==> src/rtl/cp0_regfile_pkg.sv <==
// CP0 register indices, exception codes and Status/Cause layouts shared by the CP0 files.
// Layout-only package; no logic.
package cp0_regfile_pkg;

  localparam logic [4:0] CP0_BADVADDR = 5'd8;
  localparam logic [4:0] CP0_COUNT    = 5'd9;
  localparam logic [4:0] CP0_COMPARE  = 5'd11;
  localparam logic [4:0] CP0_STATUS   = 5'd12;
  localparam logic [4:0] CP0_CAUSE    = 5'd13;
  localparam logic [4:0] CP0_EPC      = 5'd14;

  typedef enum logic [4:0] {
    EXC_INT  = 5'h00,
    EXC_ADEL = 5'h04,
    EXC_ADES = 5'h05,
    EXC_SYS  = 5'h08,
    EXC_BP   = 5'h09,
    EXC_RI   = 5'h0A,
    EXC_OV   = 5'h0C
  } exccode_t;

  typedef struct packed {
    logic [8:0] rsvd_31_23;
    logic       bev;
    logic [5:0] rsvd_21_16;
    logic [7:0] im;
    logic [5:0] rsvd_7_2;
    logic       exl;
    logic       ie;
  } cp0_status_t;

  typedef struct packed {
    logic        bd;
    logic        ti;
    logic [13:0] rsvd_29_16;
    logic [7:0]  ip;
    logic        rsvd_7;
    logic [4:0]  exccode;
    logic [1:0]  rsvd_1_0;
  } cp0_cause_t;

endpackage

==> src/rtl/cp0_regfile_if.sv <==
// Pipeline <-> CP0 signal bundle: mfc0/mtc0 port, exception/ERET commit and redirect.
// master = pipeline side, slave = CP0 side.
interface cp0_regfile_if;
  logic [4:0]  ra;
  logic [31:0] rd;
  logic        we;
  logic [4:0]  wa;
  logic [31:0] wd;
  logic        exc_valid;
  logic [4:0]  exc_code;
  logic [31:0] exc_pc;
  logic        exc_in_ds;
  logic [31:0] exc_badvaddr;
  logic        eret;
  logic [5:0]  ext_int;
  logic        int_pending;
  logic        redirect_valid;
  logic [31:0] redirect_pc;
  logic [31:0] epc;

  modport master (
    output ra, we, wa, wd, exc_valid, exc_code, exc_pc, exc_in_ds, exc_badvaddr, eret, ext_int,
    input  rd, int_pending, redirect_valid, redirect_pc, epc
  );

  modport slave (
    input  ra, we, wa, wd, exc_valid, exc_code, exc_pc, exc_in_ds, exc_badvaddr, eret, ext_int,
    output rd, int_pending, redirect_valid, redirect_pc, epc
  );
endinterface

==> src/rtl/cp0_regfile_timer.sv <==
// Count/Compare timer with half-rate tick and sticky TI; only built when CP0_TIMER_EN is defined.
// Count write beats the increment; Compare write clears TI and beats a same-cycle set.
`ifdef CP0_TIMER_EN
module cp0_timer (
  input  logic        clk,
  input  logic        reset,
  input  logic        count_we_i,
  input  logic        compare_we_i,
  input  logic [31:0] wd_i,
  output logic [31:0] count_o,
  output logic [31:0] compare_o,
  output logic        ti_o
);

  logic        tick_q, tick_d;
  logic [31:0] count_q, count_d;
  logic [31:0] compare_q, compare_d;
  logic        ti_q, ti_d;

  always_comb begin
    tick_d    = ~tick_q;
    count_d   = count_q;
    compare_d = compare_q;
    ti_d      = ti_q;
    if (count_we_i) begin
      count_d = wd_i;
    end else if (!tick_q) begin
      count_d = count_q + 32'd1;
      if (count_d == compare_q) ti_d = 1'b1;
    end
    if (compare_we_i) begin
      compare_d = wd_i;
      ti_d      = 1'b0;
    end
  end

  always_ff @(posedge clk or posedge reset) begin
    if (reset) begin
      tick_q    <= 1'b0;
      count_q   <= '0;
      compare_q <= '0;
      ti_q      <= 1'b0;
    end else begin
      tick_q    <= tick_d;
      count_q   <= count_d;
      compare_q <= compare_d;
      ti_q      <= ti_d;
    end
  end

  assign count_o   = count_q;
  assign compare_o = compare_q;
  assign ti_o      = ti_q;

endmodule
`endif

==> src/rtl/cp0_regfile.sv <==
// MIPS CP0 register file and exception commit: records exceptions, serves mfc0/mtc0/ERET, raises int_pending.
// Timer (Count/Compare/TI) is present only when CP0_TIMER_EN is defined.
module cp0_regfile
  import cp0_regfile_pkg::*;
#(
  parameter logic [31:0] VEC_BEV    = 32'hBFC0_0380,
  parameter logic [31:0] VEC_NORMAL = 32'h8000_0180
) (
  input  logic          clk,
  input  logic          reset,
  cp0_regfile_if.slave  bus
);

  logic [7:0]  im_q, im_d;
  logic        exl_q, exl_d;
  logic        ie_q, ie_d;
  logic        bd_q, bd_d;
  logic [1:0]  ip_sw_q, ip_sw_d;
  logic [5:0]  ext_q;
  logic [4:0]  exccode_q, exccode_d;
  logic [31:0] epc_q, epc_d;
  logic [31:0] badvaddr_q, badvaddr_d;

  logic        do_exc, do_eret, do_we;
  logic [31:0] count, compare;
  logic        ti;
  cp0_status_t status;
  cp0_cause_t  cause;

  // Commit priority: exception beats ERET beats mtc0.
  assign do_exc  = bus.exc_valid;
  assign do_eret = bus.eret & ~bus.exc_valid;
  assign do_we   = bus.we & ~bus.exc_valid & ~bus.eret;

`ifdef CP0_TIMER_EN
  cp0_timer u_timer (
    .clk          (clk),
    .reset        (reset),
    .count_we_i   (do_we && bus.wa == CP0_COUNT),
    .compare_we_i (do_we && bus.wa == CP0_COMPARE),
    .wd_i         (bus.wd),
    .count_o      (count),
    .compare_o    (compare),
    .ti_o         (ti)
  );
`else
  assign count   = '0;
  assign compare = '0;
  assign ti      = 1'b0;
`endif

  always_comb begin
    status     = '0;
    status.bev = 1'b1;
    status.im  = im_q;
    status.exl = exl_q;
    status.ie  = ie_q;
    cause         = '0;
    cause.bd      = bd_q;
    cause.ti      = ti;
    cause.ip      = {ext_q[5] | ti, ext_q[4:0], ip_sw_q};
    cause.exccode = exccode_q;
  end

  always_comb begin
    im_d       = im_q;
    exl_d      = exl_q;
    ie_d       = ie_q;
    bd_d       = bd_q;
    ip_sw_d    = ip_sw_q;
    exccode_d  = exccode_q;
    epc_d      = epc_q;
    badvaddr_d = badvaddr_q;
    if (do_exc) begin
      exl_d     = 1'b1;
      exccode_d = bus.exc_code;
      if (!exl_q) begin
        epc_d = bus.exc_in_ds ? bus.exc_pc - 32'd4 : bus.exc_pc;
        bd_d  = bus.exc_in_ds;
      end
      if (exccode_t'(bus.exc_code) == EXC_ADEL || exccode_t'(bus.exc_code) == EXC_ADES)
        badvaddr_d = bus.exc_badvaddr;
    end else if (do_eret) begin
      exl_d = 1'b0;
    end else if (do_we) begin
      case (bus.wa)
        CP0_STATUS: begin
          im_d  = bus.wd[15:8];
          exl_d = bus.wd[1];
          ie_d  = bus.wd[0];
        end
        CP0_CAUSE: ip_sw_d = bus.wd[9:8];
        CP0_EPC:   epc_d   = bus.wd;
        default: ;
      endcase
    end
  end

  always_ff @(posedge clk or posedge reset) begin
    if (reset) begin
      im_q       <= '0;
      exl_q      <= 1'b0;
      ie_q       <= 1'b0;
      bd_q       <= 1'b0;
      ip_sw_q    <= '0;
      ext_q      <= '0;
      exccode_q  <= '0;
      epc_q      <= '0;
      badvaddr_q <= '0;
    end else begin
      im_q       <= im_d;
      exl_q      <= exl_d;
      ie_q       <= ie_d;
      bd_q       <= bd_d;
      ip_sw_q    <= ip_sw_d;
      ext_q      <= bus.ext_int;
      exccode_q  <= exccode_d;
      epc_q      <= epc_d;
      badvaddr_q <= badvaddr_d;
    end
  end

  always_comb begin
    case (bus.ra)
      CP0_BADVADDR: bus.rd = badvaddr_q;
      CP0_COUNT:    bus.rd = count;
      CP0_COMPARE:  bus.rd = compare;
      CP0_STATUS:   bus.rd = status;
      CP0_CAUSE:    bus.rd = cause;
      CP0_EPC:      bus.rd = epc_q;
      default:      bus.rd = '0;
    endcase
  end

  assign bus.int_pending    = status.ie & ~status.exl & |(cause.ip & status.im);
  // Redirects are dropped while reset is held.
  assign bus.redirect_valid = ~reset & (bus.exc_valid | bus.eret);
  assign bus.redirect_pc    = bus.exc_valid ? (status.bev ? VEC_BEV : VEC_NORMAL) : epc_q;
  assign bus.epc            = epc_q;

endmodule
==> src/flat_wrapper.sv <==
// flat-port wrapper written by rule: the top's interface ports become plain ports
module cp0_regfile_flat import cp0_regfile_pkg::*;
#(
  parameter logic [31:0] VEC_BEV    = 32'hBFC0_0380,
  parameter logic [31:0] VEC_NORMAL = 32'h8000_0180
)
  (clk, reset, bus_ra, bus_we, bus_wa, bus_wd, bus_exc_valid, bus_exc_code, bus_exc_pc, bus_exc_in_ds, bus_exc_badvaddr, bus_eret, bus_ext_int, bus_rd, bus_int_pending, bus_redirect_valid, bus_redirect_pc, bus_epc);
  cp0_regfile_if bus_i ();
  input  logic clk;
  input  logic reset;
  input wire logic [$bits(bus_i.ra)-1:0] bus_ra;
  input wire logic [$bits(bus_i.we)-1:0] bus_we;
  input wire logic [$bits(bus_i.wa)-1:0] bus_wa;
  input wire logic [$bits(bus_i.wd)-1:0] bus_wd;
  input wire logic [$bits(bus_i.exc_valid)-1:0] bus_exc_valid;
  input wire logic [$bits(bus_i.exc_code)-1:0] bus_exc_code;
  input wire logic [$bits(bus_i.exc_pc)-1:0] bus_exc_pc;
  input wire logic [$bits(bus_i.exc_in_ds)-1:0] bus_exc_in_ds;
  input wire logic [$bits(bus_i.exc_badvaddr)-1:0] bus_exc_badvaddr;
  input wire logic [$bits(bus_i.eret)-1:0] bus_eret;
  input wire logic [$bits(bus_i.ext_int)-1:0] bus_ext_int;
  output wire logic [$bits(bus_i.rd)-1:0] bus_rd;
  output wire logic [$bits(bus_i.int_pending)-1:0] bus_int_pending;
  output wire logic [$bits(bus_i.redirect_valid)-1:0] bus_redirect_valid;
  output wire logic [$bits(bus_i.redirect_pc)-1:0] bus_redirect_pc;
  output wire logic [$bits(bus_i.epc)-1:0] bus_epc;
  assign bus_i.ra = bus_ra;
  assign bus_i.we = bus_we;
  assign bus_i.wa = bus_wa;
  assign bus_i.wd = bus_wd;
  assign bus_i.exc_valid = bus_exc_valid;
  assign bus_i.exc_code = bus_exc_code;
  assign bus_i.exc_pc = bus_exc_pc;
  assign bus_i.exc_in_ds = bus_exc_in_ds;
  assign bus_i.exc_badvaddr = bus_exc_badvaddr;
  assign bus_i.eret = bus_eret;
  assign bus_i.ext_int = bus_ext_int;
  assign bus_rd = bus_i.rd;
  assign bus_int_pending = bus_i.int_pending;
  assign bus_redirect_valid = bus_i.redirect_valid;
  assign bus_redirect_pc = bus_i.redirect_pc;
  assign bus_epc = bus_i.epc;
  cp0_regfile #(.VEC_BEV(VEC_BEV), .VEC_NORMAL(VEC_NORMAL)) u_core (.clk(clk), .reset(reset), .bus(bus_i));
endmodule
==> config.mk <==
export PLATFORM = sky130hd
export DESIGN_NAME = cp0_regfile_flat
export DESIGN_NICKNAME = d
export VERILOG_FILES = /design/src/rtl/cp0_regfile_pkg.sv /design/src/rtl/cp0_regfile_if.sv /design/src/rtl/cp0_regfile_timer.sv /design/src/rtl/cp0_regfile.sv /design/src/flat_wrapper.sv
export SDC_FILE = /design/constraint.sdc
export NUM_CORES = 1
export LEC_CHECK = 0
export BUFFER_PORTS_ARGS = -buffer_cell sky130_fd_sc_hd__buf_2
export CORE_ASPECT_RATIO = 1.1
export CORE_UTILIZATION = 53
export CTS_BUF_LIST = sky130_fd_sc_hd__clkbuf_4 sky130_fd_sc_hd__clkbuf_8
export DETAILED_ROUTE_END_ITERATION = 10
export GPL_ROUTABILITY_DRIVEN = 0
export PLACE_DENSITY = 0.88
export SYNTH_ARGS = -nofsm -noshare
export SYNTH_HDL_FRONTEND = slang
export SYNTH_SLANG_ARGS = --single-unit
==> constraint.sdc <==
create_clock -name clk -period 5.2 [get_ports clk]
set_input_delay 1.04 -clock clk [delete_from_list [all_inputs] [get_ports clk]]
set_output_delay 1.04 -clock clk [all_outputs]
set_load 0.005 [all_outputs]
* Word-level counts from Yosys, hierarchy flattened
Cells that the tools add are included.
Cells by class: $add $sub $neg 1, equality and inequality tests 11, multiplexer cells 12, bitwise gates (word level) 13, reduce and logical (&&, ||, !) cells 12
Operators by type and width (count):
- $mux 32 | 7
- $pmux 32 s4 | 1
- $eq 5x4->1 const B | 7
- $sub 32x3->32 const B | 1
- $reduce_and 4->1 | 3
- $eq 5x3->1 const B | 2
- $and 8x8->8 | 1
- $reduce_or 8->1 | 1
- $and 1x1->1 | 6
- $reduce_and 2->1 | 3
- $reduce_bool 3->1 | 2
- $not 1->1 | 5
- $mux 1 | 4
- $ne 2x2->1 const B | 2
- $reduce_bool 2->1 | 2
- $logic_or 1x1->1 | 1
- $or 1x1->1 | 1
Word-level totals: bits in registers 88, input port bits 123, output and inout port bits 98, word-level logic and storage cells 58

* Logic depth before layout (Yosys ltp)
depth in word-level cells 6, depth in mapped cells 8, gate-level depth less buffers 7

* Worst setup path before layout
OpenSTA, ideal clock, no wires.
kind input -> output, start input port bus_ra[0], end output port bus_rd[31], arrival 2.672 ns, required time 4.160 ns, setup slack 1.488 ns, stages on the path 6, cells stage by stage or4b_2 -> clkbuf_1 -> nor2_1 -> clkbuf_1 -> a22oi_1 -> nand2_1
Between the ends: cells in the longest elaborated chain, start to end 2
RTL lines:
- start: declaration | line flat_wrapper.sv:11 | input wire logic [$bits(bus_i.ra)-1:0] bus_ra;
- $eq 5x4->1 | line cp0_regfile.sv:124 | case (bus.ra)
- $pmux 32 s4 * | line cp0_regfile.sv:124
- end: declaration | line flat_wrapper.sv:22 | output wire logic [$bits(bus_i.rd)-1:0] bus_rd;
Mark *: on every way between the ends. The rest lies on a longest branch, timed or not.

* Worst setup path after layout
Same ends and word-level chain as after synthesis.

==> flow_metrics.py <==
metrics = {
    "routing": {
        "wirelength_mm": 15.9,
        "wl_met3_mm": 1.25,
        "wl_per_cell_um": 19.1,
        "first_pass_iters": 5,
        "m1WireLength_mm": 6.22,
        "num_vias": 4937,
        "initialDrtViolationCount": 331,
        "drcViolationCount": 0,
        "via_per_inst": 5.93,
        "ant_nets": 0,
        "routed-wl-met2_mm": 7.91,
        "top_layer": "met4",
    },
    "die": {
        "core-area_um2": 9050,
        "fp.dieH_um": 104,
        "dieArea_um2": 9900,
        "die_w_um": 95.0,
        "start_util_pct": 55.6,
        "rows": 36,
        "pin_count": 221,
    },
    "synthesis": {
        "synthAdderAreaFrac_pct": 0.248,
        "synth_ff_type": "dfrtp_1",
        "yosys.area_share.simple_pct": 20.8,
        "synth-xor-area-share_pct": 3.48,
        "syn_area_um2": 5040,
        "synth-seq-cells": 88,
        "synth-seq-area-share_pct": 43.7,
        "ys_warn_count": 0,
        "synth_top_family_by_area": "simple AND/OR/NAND/NOR gates",
        "synthCells": 507,
        "synth_area_per_cell_um2": 9.94,
        "synthArstFlopShare_pct": 100,
        "ys_types": 53,
        "yosys-mux-area-fraction_pct": 13.8,
        "syn_nets": 631,
        "synth_edf_count": 0,
        "synth_compound_area_share_pct": 14.5,
    },
    "global_route": {
        "antenna_found_initial": 0,
        "track_usage_pct": 33.1,
        "overflow": 0,
        "grt_pass1_vias": 4837,
        "grt_pass1_wl_mm": 24.8,
        "grt_max_degree": 51,
    },
    "timing": {
        "fmax_mhz": 244,
        "drv_slew": 0,
        "hold_violations": 0,
        "worst_pin_slew_ns": 0.972,
        "grt_setup_unrepaired": "false",
        "fin_crit_sh_pct": 78.7,
        "skew_ns": 0.00441,
        "setup_violations": 0,
        "worst_slew_margin_rel_pct": 34.3,
        "finalCriticalPeriod_ns": 4.09,
        "tns_ns": 0,
    },
    "clock_tree": {
        "cts_buffers": 9,
        "htreeDepth": 3,
        "clkLatencyLatePin_ns": 0.36,
        "max-clock-path-buffers": 2,
        "clk_pin_slew_ns": 0.07,
        "cts-root-buf": "clkbuf_8",
        "clkSinkCount": 88,
        "post_cts_buffers": 0,
        "hold_buffers": 0,
        "cts_tree": "built",
        "cts_resized": 0,
    },
    "setup_path": {
        "worstPathArrival_ns": 3.05,
        "crit_path_end_kind": "output port",
        "crit_required_ns": 4.16,
        "cp_max_fo": 16,
        "start_kind": "input pin",
        "worstSetupPathType": "input pin to output port",
    },
    "finish": {
        "antennaDiodeCount": 0,
        "stdcell_count": 832,
        "num-nets-final": 837,
        "syn_to_final_growth_pct": 27.1,
        "n_fill_cell": 696,
        "drive_above_1_share_pct": 44.7,
        "final_util_pct": 70.7,
    },
    "place": {
        "hpwl_mm": 12.2,
        "portBuffers": 220,
        "place_inst": 816,
    },
    "pwr": {
        "ir_drop_uv": 139,
        "p_sw_w": 0.000536,
        "seqPwrFrac_pct": 51.4,
        "power_density_nw_per_um2": 280,
        "power_w": 0.00179,
        "power_frac_comb_pct": 22.7,
        "p_sw_share_pct": 29.9,
        "pwr-share-clk_pct": 25.9,
        "p_int_w": 0.00126,
        "leakage_nw": 3.12,
    },
    "hold_path": {
        "hold_class": "register to register",
    },
    "flow_run": {
        "maxCapViolCount": 0,
    },
    "outcome": {
        "status": "completed",
    },
}
[kinds of logic (layout without fill, tap and decap cells)]
| group | count (synthesis) | after routing |
|---|---|---|
| AOI/OAI and AO/OA | 106 | 106 |
| xor gates and xnor gates | 20 | 20 |
| and+or+nand+nor | 190 | 190 |
| adders and majority gates | 1 | 1 |
| muxes | 63 | 63 |
| buffers and inverters | 39 | 250 |
| DFF | 88 | 88 |
[synthesized netlist by cell type (2+ instances only)]
library cell | number | area (µm²)
o31ai_1 | 3 | 22.5
mux2_2 | 50 | 563
nand3_1 | 14 | 70.1
nor4_1 | 5 | 31.3
a22o_1 | 17 | 149
nor3b_1 | 5 | 37.5
or3_1 | 7 | 43.8
buf_6 | 3 | 33.8
nor4_4 | 3 | 63.8
nor3_1 | 11 | 55.1
dfrtp_1 | 88 | 2200
nand2_1 | 57 | 214
buf_1 | 6 | 22.5
inv_1 | 6 | 22.5
nor2b_1 | 22 | 138
a22oi_1 | 25 | 188
and2_1 | 2 | 12.5
a311oi_1 | 3 | 26.3
nand4_1 | 5 | 31.3
o21ai_0 | 31 | 155
a221oi_1 | 3 | 26.3
a21oi_1 | 5 | 25.0
xor2_1 | 5 | 43.8
or4_1 | 5 | 37.5
clkbuf_1 | 21 | 78.8
nor2_1 | 23 | 86.3
mux2i_1 | 13 | 130
a31oi_1 | 2 | 12.5
nand3b_1 | 3 | 22.5
xnor2_1 | 15 | 131
o21ai_1 | 3 | 15.0
nor4b_1 | 2 | 17.5
a21o_1 | 2 | 15.0
or2_2 | 17 | 106
o211ai_1 | 7 | 52.6
[routing by layer]
metal | GRT usage (%) | vias up
li1 | - | 2252
met2 | 53.4 | 273
met3 | 6.80 | 42
met5 | 0 | -
met1 | 43.3 | 2370
met4 | 12.6 | 0
[power groups by stage]
| stage | logic [W] | clock network [W] | registers [W] |
|---|---|---|---|
| after floorplan | 0.000220 | 0 | 0.000886 |
| after global placement | 0.000389 | 0 | 0.000922 |
| after detailed placement | 0.000406 | 0 | 0.000931 |
| after CTS | 0.000408 | 0.000472 | 0.000917 |
| after global routing | 0.000446 | 0.000503 | 0.000932 |
| final | 0.000407 | 0.000464 | 0.000923 |
[final cells by class]
cell class              count  area (µm²)  share of cell area (%)
multi-input cells         380        2690                    41.9
flip-flops and latches     88        2200                    34.4
repair buffers            227        1150                    18.0
clock buffers              12         146                    2.29
well taps                 114         143                    2.23
clock inverters             4        45.0                   0.704
inverters                   7        27.5                   0.430
[state kept, by name (all words and copies together) (netlist names)]
signal	cells
u_core.exccode_q	5
u_core.badvaddr_q	32
u_core.bd_q	1
u_core.im_q	8
u_core.ie_q	1
u_core.bus.epc	32
u_core.ext_q	6
u_core.ip_sw_q	2
u_core.exl_q	1
[critical path, cell delays in order]
cell	delay, ns
buf_2	0.12
or4b_2	0.77
nor2_2	0.50
buf_4	0.33
a22oi_1	0.09
nand2_1	0.10
buf_2	0.11
[metrics by stage]
stage / setup WS, ns / hold slack (ns) / area [µm²]
6_report: 1.11 / 0.514 / 6400
5_1_grt: 0.998 / 0.531 / 6400
4_1_cts: 1.13 / 0.513 / 6400
3_5_place_dp: 1.13 / 0.494 / 6210
3_3_place_gp: 1.17 / 0.488 / 6210
2_1_floorplan: 1.49 / 0.445 / 5040
[worst paths after layout]
kind | startpoint | endpoint | slack (ns) | cells after the start
min in group asynchronous | reset | u_core.bus.epc[13] | 0.85 | 2
worst min-delay path | u_core.badvaddr_q[21] | u_core.badvaddr_q[21] | 0.51 | 1
max in group asynchronous | reset | u_core.badvaddr_q[31] | 3.33 | 3
worst max register to register | u_core.exl_q | u_core.bus.epc[19] | 3.06 | 5
worst max-delay path | bus_ra[0] | bus_rd[31] | 1.11 | 7
worst min register to register | u_core.badvaddr_q[21] | u_core.badvaddr_q[21] | 0.51 | 1
[placed cells by master (no fill, tap or decap), types with 3 or more instances in the layout]
cell type    n
buf_2      220
dfrtp_1     88
nand2_1     57
mux2_2      50
o21ai_0     31
a22oi_1     25
nor2_1      22
nor2b_1     22
a22o_1      17
or2_2       17
xnor2_1     15
nand3_1     14
mux2i_1     13
nor3_1      11
clkbuf_8     9
o211ai_1     7
or3_1        7
buf_4        7
inv_1        5
xor2_1       5
or4_1        5
nor4_1       5
nand4_1      5
a21oi_1      4
clkinv_2     4
nand3b_1     3
a221oi_1     3
a311oi_1     3
nor3b_1      3
nor4_4       3
o31ai_1      3
o21ai_1      3
clkbuf_4     3
Note: power is estimated with default switching activity, not from simulation.
